===== src/rtl/ysyx_25040109_pkg.sv =====
// ---------------------------------------------------------------------------
// ysyx_25040109_pkg
// Shared definitions for the write-back unit:
//   - machine-mode CSR addresses (mstatus, mtvec, mepc, mcause)
//   - mcause code written on an M-mode ecall
//   - write-back FSM state encoding (2-bit)
// ---------------------------------------------------------------------------
package ysyx_25040109_pkg;

  localparam logic [11:0] CSR_MSTATUS = 12'h300;
  localparam logic [11:0] CSR_MTVEC   = 12'h305;
  localparam logic [11:0] CSR_MEPC    = 12'h341;
  localparam logic [11:0] CSR_MCAUSE  = 12'h342;

  localparam int unsigned MCAUSE_ECALL_M = 11;

  typedef enum logic [1:0] {
    WBU_IDLE       = 2'd0,
    WBU_WRITE      = 2'd1,
    WBU_TRAP_EPC   = 2'd2,
    WBU_TRAP_CAUSE = 2'd3
  } wbu_state_e;

endpackage


===== src/rtl/ysyx_25040109_wbu_if.sv =====
// ---------------------------------------------------------------------------
// ysyx_25040109_wbu_if
// Bundle of every non-clock/reset signal of the write-back unit.
//   Upstream result : in_valid/in_ready handshake, in_pc, GPR/CSR write
//                     requests, in_ecall/in_mret flags
//   CSR snapshot    : mepc_in, mtvec_in from the register file
//   Register file   : rf_wen/rf_waddr/rf_wdata, csr_we/csr_addr/csr_wdata
//   IFU redirect    : redirect_valid/redirect_pc
//   Difftest        : commit_valid/commit_pc
// Modports:
//   slave  - the WBU itself
//   master - the surrounding environment (pipeline, register file, IFU)
// ---------------------------------------------------------------------------
interface ysyx_25040109_wbu_if #(
  parameter int unsigned DATA_WIDTH = 32,
  parameter int unsigned ADDR_WIDTH = 5
);

  logic                  in_valid;
  logic                  in_ready;
  logic [31:0]           in_pc;
  logic                  in_rd_wen;
  logic [ADDR_WIDTH-1:0] in_rd;
  logic [DATA_WIDTH-1:0] in_rd_data;
  logic                  in_csr_wen;
  logic [11:0]           in_csr_addr;
  logic [DATA_WIDTH-1:0] in_csr_wdata;
  logic                  in_ecall;
  logic                  in_mret;
  logic [DATA_WIDTH-1:0] mepc_in;
  logic [DATA_WIDTH-1:0] mtvec_in;

  logic                  rf_wen;
  logic [ADDR_WIDTH-1:0] rf_waddr;
  logic [DATA_WIDTH-1:0] rf_wdata;
  logic                  csr_we;
  logic [11:0]           csr_addr;
  logic [DATA_WIDTH-1:0] csr_wdata;
  logic                  redirect_valid;
  logic [31:0]           redirect_pc;
  logic                  commit_valid;
  logic [31:0]           commit_pc;

  modport slave (
    input  in_valid, in_pc, in_rd_wen, in_rd, in_rd_data,
           in_csr_wen, in_csr_addr, in_csr_wdata, in_ecall, in_mret,
           mepc_in, mtvec_in,
    output in_ready, rf_wen, rf_waddr, rf_wdata, csr_we, csr_addr, csr_wdata,
           redirect_valid, redirect_pc, commit_valid, commit_pc
  );

  modport master (
    output in_valid, in_pc, in_rd_wen, in_rd, in_rd_data,
           in_csr_wen, in_csr_addr, in_csr_wdata, in_ecall, in_mret,
           mepc_in, mtvec_in,
    input  in_ready, rf_wen, rf_waddr, rf_wdata, csr_we, csr_addr, csr_wdata,
           redirect_valid, redirect_pc, commit_valid, commit_pc
  );

endinterface


===== src/rtl/ysyx_25040109_wbu.sv =====
// ---------------------------------------------------------------------------
// ysyx_25040109_wbu
// Write-back unit in front of the register file. Accepts one retired result
// per in_valid/in_ready handshake, then drives the GPR and CSR write ports,
// sequences the two-CSR ecall trap entry (mepc, then mcause), redirects the
// PC for ecall/mret and pulses commit_valid once per instruction.
//
// Ports:
//   clk    - rising-edge clock
//   rst_n  - asynchronous active-low reset
//   bus    - ysyx_25040109_wbu_if.slave (handshake, payload, RF/CSR ports,
//            redirect, commit)
//
// Optional: define WBU_TRACE_EN (non-synthesis builds) to print a line per
// committed instruction.
// ---------------------------------------------------------------------------
module ysyx_25040109_wbu
  import ysyx_25040109_pkg::*;
#(
  parameter int unsigned DATA_WIDTH = 32,
  parameter int unsigned ADDR_WIDTH = 5
) (
  input  logic                      clk,
  input  logic                      rst_n,
  ysyx_25040109_wbu_if.slave        bus
);

  wbu_state_e r_state;
  wbu_state_e w_next_state;

  // Payload captured on handshake; outputs are decoded only from these.
  logic [31:0]           r_pc;
  logic                  r_rd_wen;
  logic [ADDR_WIDTH-1:0] r_rd;
  logic [DATA_WIDTH-1:0] r_rd_data;
  logic                  r_csr_wen;
  logic [11:0]           r_csr_addr;
  logic [DATA_WIDTH-1:0] r_csr_wdata;
  logic                  r_mret;

  logic                  w_hs;
  logic                  w_in_ready;
  logic                  w_rf_wen;
  logic [ADDR_WIDTH-1:0] w_rf_waddr;
  logic [DATA_WIDTH-1:0] w_rf_wdata;
  logic                  w_csr_we;
  logic [11:0]           w_csr_addr;
  logic [DATA_WIDTH-1:0] w_csr_wdata;
  logic                  w_redirect_valid;
  logic [31:0]           w_redirect_pc;
  logic                  w_commit_valid;
  logic [31:0]           w_commit_pc;

  assign w_hs = bus.in_valid && w_in_ready;

  always_ff @(posedge clk or negedge rst_n) begin
    if (!rst_n) begin
      r_state <= WBU_IDLE;
    end else begin
      r_state <= w_next_state;
    end
  end

  always_ff @(posedge clk or negedge rst_n) begin
    if (!rst_n) begin
      r_pc        <= '0;
      r_rd_wen    <= 1'b0;
      r_rd        <= '0;
      r_rd_data   <= '0;
      r_csr_wen   <= 1'b0;
      r_csr_addr  <= '0;
      r_csr_wdata <= '0;
      r_mret      <= 1'b0;
    end else if (w_hs) begin
      r_pc        <= bus.in_pc;
      r_rd_wen    <= bus.in_rd_wen;
      r_rd        <= bus.in_rd;
      r_rd_data   <= bus.in_rd_data;
      r_csr_wen   <= bus.in_csr_wen;
      r_csr_addr  <= bus.in_csr_addr;
      r_csr_wdata <= bus.in_csr_wdata;
      r_mret      <= bus.in_mret;
    end
  end

  always_comb begin
    w_next_state     = r_state;
    w_in_ready       = 1'b0;
    w_rf_wen         = 1'b0;
    w_rf_waddr       = '0;
    w_rf_wdata       = '0;
    w_csr_we         = 1'b0;
    w_csr_addr       = '0;
    w_csr_wdata      = '0;
    w_redirect_valid = 1'b0;
    w_redirect_pc    = '0;
    w_commit_valid   = 1'b0;
    w_commit_pc      = '0;

    unique case (r_state)
      WBU_IDLE: begin
        w_in_ready = 1'b1;
        if (bus.in_valid) begin
          // ecall takes the trap path; its GPR/CSR requests and any mret
          // flag are never acted on there.
          w_next_state = bus.in_ecall ? WBU_TRAP_EPC : WBU_WRITE;
        end
      end

      WBU_WRITE: begin
        if (r_rd_wen && (r_rd != '0)) begin
          w_rf_wen   = 1'b1;
          w_rf_waddr = r_rd;
          w_rf_wdata = r_rd_data;
        end
        if (r_csr_wen) begin
          w_csr_we    = 1'b1;
          w_csr_addr  = r_csr_addr;
          w_csr_wdata = r_csr_wdata;
        end
        if (r_mret) begin
          w_redirect_valid = 1'b1;
          w_redirect_pc    = 32'(bus.mepc_in);
        end
        w_commit_valid = 1'b1;
        w_commit_pc    = r_pc;
        w_next_state   = WBU_IDLE;
      end

      WBU_TRAP_EPC: begin
        w_csr_we     = 1'b1;
        w_csr_addr   = CSR_MEPC;
        w_csr_wdata  = DATA_WIDTH'(r_pc);
        w_next_state = WBU_TRAP_CAUSE;
      end

      WBU_TRAP_CAUSE: begin
        w_csr_we         = 1'b1;
        w_csr_addr       = CSR_MCAUSE;
        w_csr_wdata      = DATA_WIDTH'(MCAUSE_ECALL_M);
        w_redirect_valid = 1'b1;
        w_redirect_pc    = 32'(bus.mtvec_in);
        w_commit_valid   = 1'b1;
        w_commit_pc      = r_pc;
        w_next_state     = WBU_IDLE;
      end

      default: begin
        w_next_state = WBU_IDLE;
      end
    endcase
  end

  assign bus.in_ready       = w_in_ready;
  assign bus.rf_wen         = w_rf_wen;
  assign bus.rf_waddr       = w_rf_waddr;
  assign bus.rf_wdata       = w_rf_wdata;
  assign bus.csr_we         = w_csr_we;
  assign bus.csr_addr       = w_csr_addr;
  assign bus.csr_wdata      = w_csr_wdata;
  assign bus.redirect_valid = w_redirect_valid;
  assign bus.redirect_pc    = w_redirect_pc;
  assign bus.commit_valid   = w_commit_valid;
  assign bus.commit_pc      = w_commit_pc;

`ifdef WBU_TRACE_EN
`ifndef SYNTHESIS
  always_ff @(posedge clk) begin
    if (rst_n && w_commit_valid) begin
      $display("[wbu] pc=%08h%s%s%s%s",
               w_commit_pc,
               w_rf_wen ? $sformatf(" x%0d=%08h", w_rf_waddr, w_rf_wdata) : "",
               (w_csr_we && r_state == WBU_WRITE)
                 ? $sformatf(" csr[%03h]=%08h", w_csr_addr, w_csr_wdata) : "",
               (r_state == WBU_TRAP_CAUSE) ? " ECALL" : "",
               (r_state == WBU_WRITE && r_mret) ? " MRET" : "");
    end
  end
`endif
`endif

endmodule

===== src/flat_wrapper.sv =====
// flat-port wrapper written by rule: the top's interface ports become plain ports
module ysyx_25040109_wbu_flat import ysyx_25040109_pkg::*;
#(
  parameter int unsigned DATA_WIDTH = 32,
  parameter int unsigned ADDR_WIDTH = 5
)
  (clk, rst_n, bus_in_valid, bus_in_pc, bus_in_rd_wen, bus_in_rd, bus_in_rd_data, bus_in_csr_wen, bus_in_csr_addr, bus_in_csr_wdata, bus_in_ecall, bus_in_mret, bus_mepc_in, bus_mtvec_in, bus_in_ready, bus_rf_wen, bus_rf_waddr, bus_rf_wdata, bus_csr_we, bus_csr_addr, bus_csr_wdata, bus_redirect_valid, bus_redirect_pc, bus_commit_valid, bus_commit_pc);
  ysyx_25040109_wbu_if #(.DATA_WIDTH(DATA_WIDTH), .ADDR_WIDTH(ADDR_WIDTH)) bus_i ();
  input  logic clk;
  input  logic rst_n;
  input wire logic [$bits(bus_i.in_valid)-1:0] bus_in_valid;
  input wire logic [$bits(bus_i.in_pc)-1:0] bus_in_pc;
  input wire logic [$bits(bus_i.in_rd_wen)-1:0] bus_in_rd_wen;
  input wire logic [$bits(bus_i.in_rd)-1:0] bus_in_rd;
  input wire logic [$bits(bus_i.in_rd_data)-1:0] bus_in_rd_data;
  input wire logic [$bits(bus_i.in_csr_wen)-1:0] bus_in_csr_wen;
  input wire logic [$bits(bus_i.in_csr_addr)-1:0] bus_in_csr_addr;
  input wire logic [$bits(bus_i.in_csr_wdata)-1:0] bus_in_csr_wdata;
  input wire logic [$bits(bus_i.in_ecall)-1:0] bus_in_ecall;
  input wire logic [$bits(bus_i.in_mret)-1:0] bus_in_mret;
  input wire logic [$bits(bus_i.mepc_in)-1:0] bus_mepc_in;
  input wire logic [$bits(bus_i.mtvec_in)-1:0] bus_mtvec_in;
  output wire logic [$bits(bus_i.in_ready)-1:0] bus_in_ready;
  output wire logic [$bits(bus_i.rf_wen)-1:0] bus_rf_wen;
  output wire logic [$bits(bus_i.rf_waddr)-1:0] bus_rf_waddr;
  output wire logic [$bits(bus_i.rf_wdata)-1:0] bus_rf_wdata;
  output wire logic [$bits(bus_i.csr_we)-1:0] bus_csr_we;
  output wire logic [$bits(bus_i.csr_addr)-1:0] bus_csr_addr;
  output wire logic [$bits(bus_i.csr_wdata)-1:0] bus_csr_wdata;
  output wire logic [$bits(bus_i.redirect_valid)-1:0] bus_redirect_valid;
  output wire logic [$bits(bus_i.redirect_pc)-1:0] bus_redirect_pc;
  output wire logic [$bits(bus_i.commit_valid)-1:0] bus_commit_valid;
  output wire logic [$bits(bus_i.commit_pc)-1:0] bus_commit_pc;
  assign bus_i.in_valid = bus_in_valid;
  assign bus_i.in_pc = bus_in_pc;
  assign bus_i.in_rd_wen = bus_in_rd_wen;
  assign bus_i.in_rd = bus_in_rd;
  assign bus_i.in_rd_data = bus_in_rd_data;
  assign bus_i.in_csr_wen = bus_in_csr_wen;
  assign bus_i.in_csr_addr = bus_in_csr_addr;
  assign bus_i.in_csr_wdata = bus_in_csr_wdata;
  assign bus_i.in_ecall = bus_in_ecall;
  assign bus_i.in_mret = bus_in_mret;
  assign bus_i.mepc_in = bus_mepc_in;
  assign bus_i.mtvec_in = bus_mtvec_in;
  assign bus_in_ready = bus_i.in_ready;
  assign bus_rf_wen = bus_i.rf_wen;
  assign bus_rf_waddr = bus_i.rf_waddr;
  assign bus_rf_wdata = bus_i.rf_wdata;
  assign bus_csr_we = bus_i.csr_we;
  assign bus_csr_addr = bus_i.csr_addr;
  assign bus_csr_wdata = bus_i.csr_wdata;
  assign bus_redirect_valid = bus_i.redirect_valid;
  assign bus_redirect_pc = bus_i.redirect_pc;
  assign bus_commit_valid = bus_i.commit_valid;
  assign bus_commit_pc = bus_i.commit_pc;
  ysyx_25040109_wbu #(.DATA_WIDTH(DATA_WIDTH), .ADDR_WIDTH(ADDR_WIDTH)) u_core (.clk(clk), .rst_n(rst_n), .bus(bus_i));
endmodule

===== config.mk =====
export PLATFORM = sky130hd
export DESIGN_NAME = ysyx_25040109_wbu_flat
export DESIGN_NICKNAME = d
export VERILOG_FILES = /design/src/rtl/ysyx_25040109_pkg.sv /design/src/rtl/ysyx_25040109_wbu_if.sv /design/src/rtl/ysyx_25040109_wbu.sv /design/src/flat_wrapper.sv
export SDC_FILE = /design/constraint.sdc
export NUM_CORES = 1
export LEC_CHECK = 0
export CORE_ASPECT_RATIO = 0.7
export CORE_UTILIZATION = 35
export DETAILED_ROUTE_END_ITERATION = 10
export PLACE_DENSITY = 0.73
export SLEW_MARGIN = 5
export SYNTH_ARGS = -nofsm -noshare
export SYNTH_HDL_FRONTEND = slang
export SYNTH_SLANG_ARGS = --single-unit

===== constraint.sdc =====
create_clock -name clk -period 1.75 [get_ports clk]
set_input_delay 0.2625 -clock clk [delete_from_list [all_inputs] [get_ports clk]]
set_output_delay 0.2625 -clock clk [all_outputs]
set_load 0.01 [all_outputs]

# [Word-level counts from Yosys, hierarchy flattened]
# Cells that the tools add are included.
[word_totals] register_bits=118 output_inout_bits=150
[classes] n_mux=22 eq_ne=4 n_reduce_logical=6
[op_table] operator="$mux W32" n=5
[op_table] operator="$pmux W32 S3" n=1
[op_table] operator="$pmux W32 S2" n=1
[op_table] operator="$pmux W12 S3" n=1
[op_table] operator="$mux W12" n=1
[op_table] operator="$mux W5" n=2
[op_table] operator="$mux W1" n=6
[op_table] operator="$pmux W2 S3" n=1
[op_table] operator="$reduce_bool A5 Y1" n=1
[op_table] operator="$eq A2 B2 Y1 const B" n=2
[op_table] operator="$mux W2" n=2
[op_table] operator="$pmux W1 S2" n=2
[op_table] operator="$reduce_or A2 Y1" n=2
[op_table] operator="$eq A2 B1 Y1 const B" n=1
[op_table] operator="$logic_and A1 B1 Y1" n=2
[op_table] operator="$logic_not A2 Y1" n=1
[op_table] operator="$ne A2 B2 Y1 const B" n=1

# [Longest topological paths before layout]
# Gate-level depths: netlist of the first run.
[depth] depth_word=4 ltp_mapped=5 mapped_depth_nobuf=2

# [Worst setup path before layout of the first run]
# No wires, ideal clock.
[synth_path] path_kind="reg2reg" start="register u_core.r_state[0]" end="register u_core.r_csr_addr[0]" required_ns=1.625 stages_incl_launch_ff=6 setup_time_ns=0.125 arrival_ns=1.338 path_buffers=3 setup_slack_ns=0.287 cell_sequence="dfrtp_1 nor3b_2 buf_6 buf_8 buf_8 mux2_4"
[synth_between] elab_chain_len=3
[synth_rtl] item="start: declaration" line_no="ysyx_25040109_wbu.sv:28" rtl="wbu_state_e r_state;"
[synth_rtl] item="start signal: assignment" line_no="ysyx_25040109_wbu.sv:60" rtl="r_state <= w_next_state;"
[synth_rtl] item="$logic_not A2 Y1" line_no="ysyx_25040109_wbu.sv:100" rtl="unique case (r_state)"
[synth_rtl] item="$mux W1" line_no="ysyx_25040109_wbu.sv:100"
[synth_rtl] item="$logic_and A1 B1 Y1" line_no="ysyx_25040109_wbu.sv:54" rtl="assign w_hs = bus.in_valid && w_in_ready;"
[synth_rtl] item="end signal: assignment" line_no="ysyx_25040109_wbu.sv:80" rtl="r_csr_addr <= bus.in_csr_addr;"
[synth_rtl] item="end: declaration" line_no="ysyx_25040109_wbu.sv:37" rtl="logic [11:0] r_csr_addr;"
# No other way between the ends.
# A chain may end at the register's enable or synchronous reset.

# [Worst setup path after layout of the first run]
[layout_path] start="register u_core.r_state[0]" end="output bus_csr_wdata[7]"
[layout_between] elab_chain_len=2 elab_cells_between_ends=4
[layout_rtl] item="$eq A2 B2 Y1 / $eq A2 B1 Y1 (equally long branches)" line_no="ysyx_25040109_wbu.sv:100"
[layout_rtl] item="$pmux W32 S3 (*)" line_no="ysyx_25040109_wbu.sv:100"
[layout_rtl] item="end: declaration" line_no="flat_wrapper.sv:29" rtl="output wire logic [$bits(bus_i.csr_wdata)-1:0] bus_csr_wdata;"
# Mark *: on every way between the ends. The rest lies on a longest branch, timed or not.

==> results of run 1 <==
==> path summary, 6_finish.rpt <==
kind | start | to | slack, ns | cells past startpoint
min in group clk | bus_in_rd_data[21] | u_core.r_rd_data[21]$_DFFE_PN0P_ | 0.47 | 2
worst min-delay path | rst_n | u_core.r_rd_data[13]$_DFFE_PN0P_ | 0.37 | 2
worst max register to register | u_core.r_state[0]$_DFFE_PN0P_ | u_core.r_pc[23]$_DFFE_PN0P_ | -0.35 | 10
worst min register to register | u_core.r_csr_wdata[14]$_DFFE_PN0P_ | u_core.r_csr_wdata[14]$_DFFE_PN0P_ | 0.51 | 1
worst max-delay path | u_core.r_state[0]$_DFFE_PN0P_ | bus_csr_wdata[7] | -0.36 | 6
max in group asynchronous | rst_n | u_core.r_state[0]$_DFFE_PN0P_ | 0.73 | 3
==> report_power, final <==
part	total, mW	internal, mW	switching [mW]
clock	3.93	2.70	1.23
combinational	13.3	8.00	5.31
sequential	5.26	4.16	1.10
total	22.5	14.9	7.64
==> critical path: stages, from the launching register on <==
cell and delay [ns]:
dfrtp_2 0.42, buf_12 0.14, and3b_2 0.23, buf_12 0.16, buf_16 0.14, a22o_1 0.21
buf_2 0.14
==> cell usage after synthesis <==
master    instances  area share (%)
dfrtp_1         118              48
mux2_2           76              14
a22o_1           61             8.7
and2_1           45             4.6
a21oi_1          41             3.3
mux2_4           40             9.7
nand4b_1         32             4.5
clkbuf_1         20             1.2
buf_2            18             1.5
buf_4             7            0.85
buf_8             5             1.2
nor2_1            5            0.30
o21a_1            4            0.49
and3b_1           3            0.43
a21o_1            2            0.24
inv_1             2            0.12
nor2b_1           2            0.20
a21boi_0          1            0.12
buf_6             1            0.18
clkbuf_2          1           0.081
nand2b_1          1            0.10
nor3b_2           1            0.20
nor4_2            1            0.20
==> cell type report <==
| class | instances | area [um^2] | area share, % |
|---|---|---|---|
| inverters | 2 | 7.51 | 0.0617 |
| clock buffers | 22 | 454 | 3.73 |
| clock inverters | 10 | 200 | 1.65 |
| repair buffers | 448 | 4880 | 40.1 |
| flip-flops and latches | 118 | 2960 | 24.3 |
| multi-input cells | 315 | 3380 | 27.7 |
| well taps | 231 | 289 | 2.38 |
==> cells in the final DEF (no fill, tap or decap), types with 6 or more instances in the layout <==
cell             instances
a21oi_1                  6
a21oi_2                 24
a21oi_4                 11
a22o_1                  61
and2_1                   8
and2_4                  37
buf_12                  30
buf_16                  24
buf_2                  100
buf_4                   20
buf_6                   69
buf_8                   13
bufinv_16                6
clkbuf_16               21
clkdlybuf4s50_1        182
dfrtp_1                115
mux2_2                  40
mux2_4                  76
nand4b_1                32
==> per-layer routing <==
metal	share of wire, %	routed length [um]
met1	43	11400
met2	48	12700
met3	6.9	1830
met4	2.5	657
met5	0.049	13
==> state kept, by name (all words and copies together) (netlist names) <==
name,cells
u_core.r_csr_addr,12
u_core.r_rd_data,32
u_core.r_mret,1
u_core.r_pc,32
u_core.r_csr_wen,1
u_core.r_state,2
u_core.r_csr_wdata,32
u_core.r_rd_wen,1
u_core.r_rd,5
==> timing repair <==
action | 4_1_cts | 5_1_grt
gates resized for setup | 684 | 188
hold buffers | 1 | 0
endpoints found under the hold margin | 28 | 0
setup endpoints to repair | 266 | 264
pin swaps | 38 | 34
setup buffers | 37 | 12
cloned | 26 | 5
==> kinds of logic after synthesis <==
group	Yosys count	synth area share, %
flip-flops	118	47.9
multiplexers	116	23.6
AO/OA/AOI/OAI	109	12.8
AND/OR/NAND/NOR	90	10.5
buffers and inverters	54	5.13
==> qor.yml, run 1 <==
fin_total_pwr_mw: 22.5
synthCells: 487
die-height_um: 113
hold_class: "in2async"
initialDrtViolationCount: 441
design.core.area_um2: 17200
ys_seq_area_share_pct: 47.9
start_kind: "flop"
yosys_warnings: 0
place.detailed.hpwl_mm: 15.3
final_cell_area_um2: 12200
cts_buffers: 17
power.density_nw_per_um2: 1850
grt_max_degree: 49
insertion_delay_ns: 0.40
io_pins: 334
grtUsageMet1_pct: 36.0
grt_pass1_vias: 6240
postSynthAreaPerCell_um2: 12.7
fin_nets: 1086
met3_usage_pct: 5.68
slew_headroom_pct: 69.5
crit_arrival_ns: 1.85
pre_cts_slack_ns: -0.207
rsz0062_at_grt: "yes"
fin_util_pct: 70.7
drive_gt1_share_pct: 53.8
outcome: "finished with violations"
critPathCaptureType: "output port"
use_met2_pct: 45.6
dr.pass1.iters: 5
cap_violations: 0
globalRouteOverflowTotal: 0
ant_nets: 0
drc_errors: 0
area_growth_pct: 97.3
final-hold-violation-count: 0
portBuffers: 333
fin_crit_ns: 2.11
antennaDiodeCount: 0
synth.distinct_cells: 23
place_congestion: 0.890
die_area_um2: 18200
dpl_cell_area_um2: 9960
cts_max_path_buffers: 2
finalWirelength_mm: 26.5
via_per_inst: 5.27
fillers: 1203
ir_drop_uv: 791
skew_ns: 0.0109
setup_tns_ns: -55.18
clock_sinks: 118
ctsHtreeMaxLevel: 4
finalSetupViolCount: 263
worst_pin_slew_ns: 0.458
drv_slew: 0
cts_tree: "done"
initial_core_util_pct: 35.8
grt-busiest-layer: "met2"
grt_first_pass_wirelength_mm: 37.6
worst_slack_ns: -0.358
rows: 40
ys_ff_latch: 118
required_ns: 1.49
post-route-period-util_pct: 120
fin_cells: 1146
p_leak_nw: 5.52
holdWs_ns: 0.369
place_inst: 1037
clk_pin_slew_ns: 0.05
path_max_fanout: 5
antenna_found_initial: 1
failed_checks: "negative setup slack"
die_w_um: 161
dr_total_vias: 6044
syn-num-nets: 671
crit_type: "reg2out"
syn_area_um2: 6170
detail_route.wl_per_cell_um: 23.1
fmax_ghz: 0.474
track_usage_pct: 27.4
cts-root-buf: "clkbuf_16"
(Power assumes the default switching activity.)
==> inputs of run 2 (changes only) <==
- CTS_CLUSTER_DIAMETER: unset -> 60
- TNS_END_PERCENT: unset -> 100
==> results of run 2 <==
Final layout, timing and power as in run 1 (identical DEF).
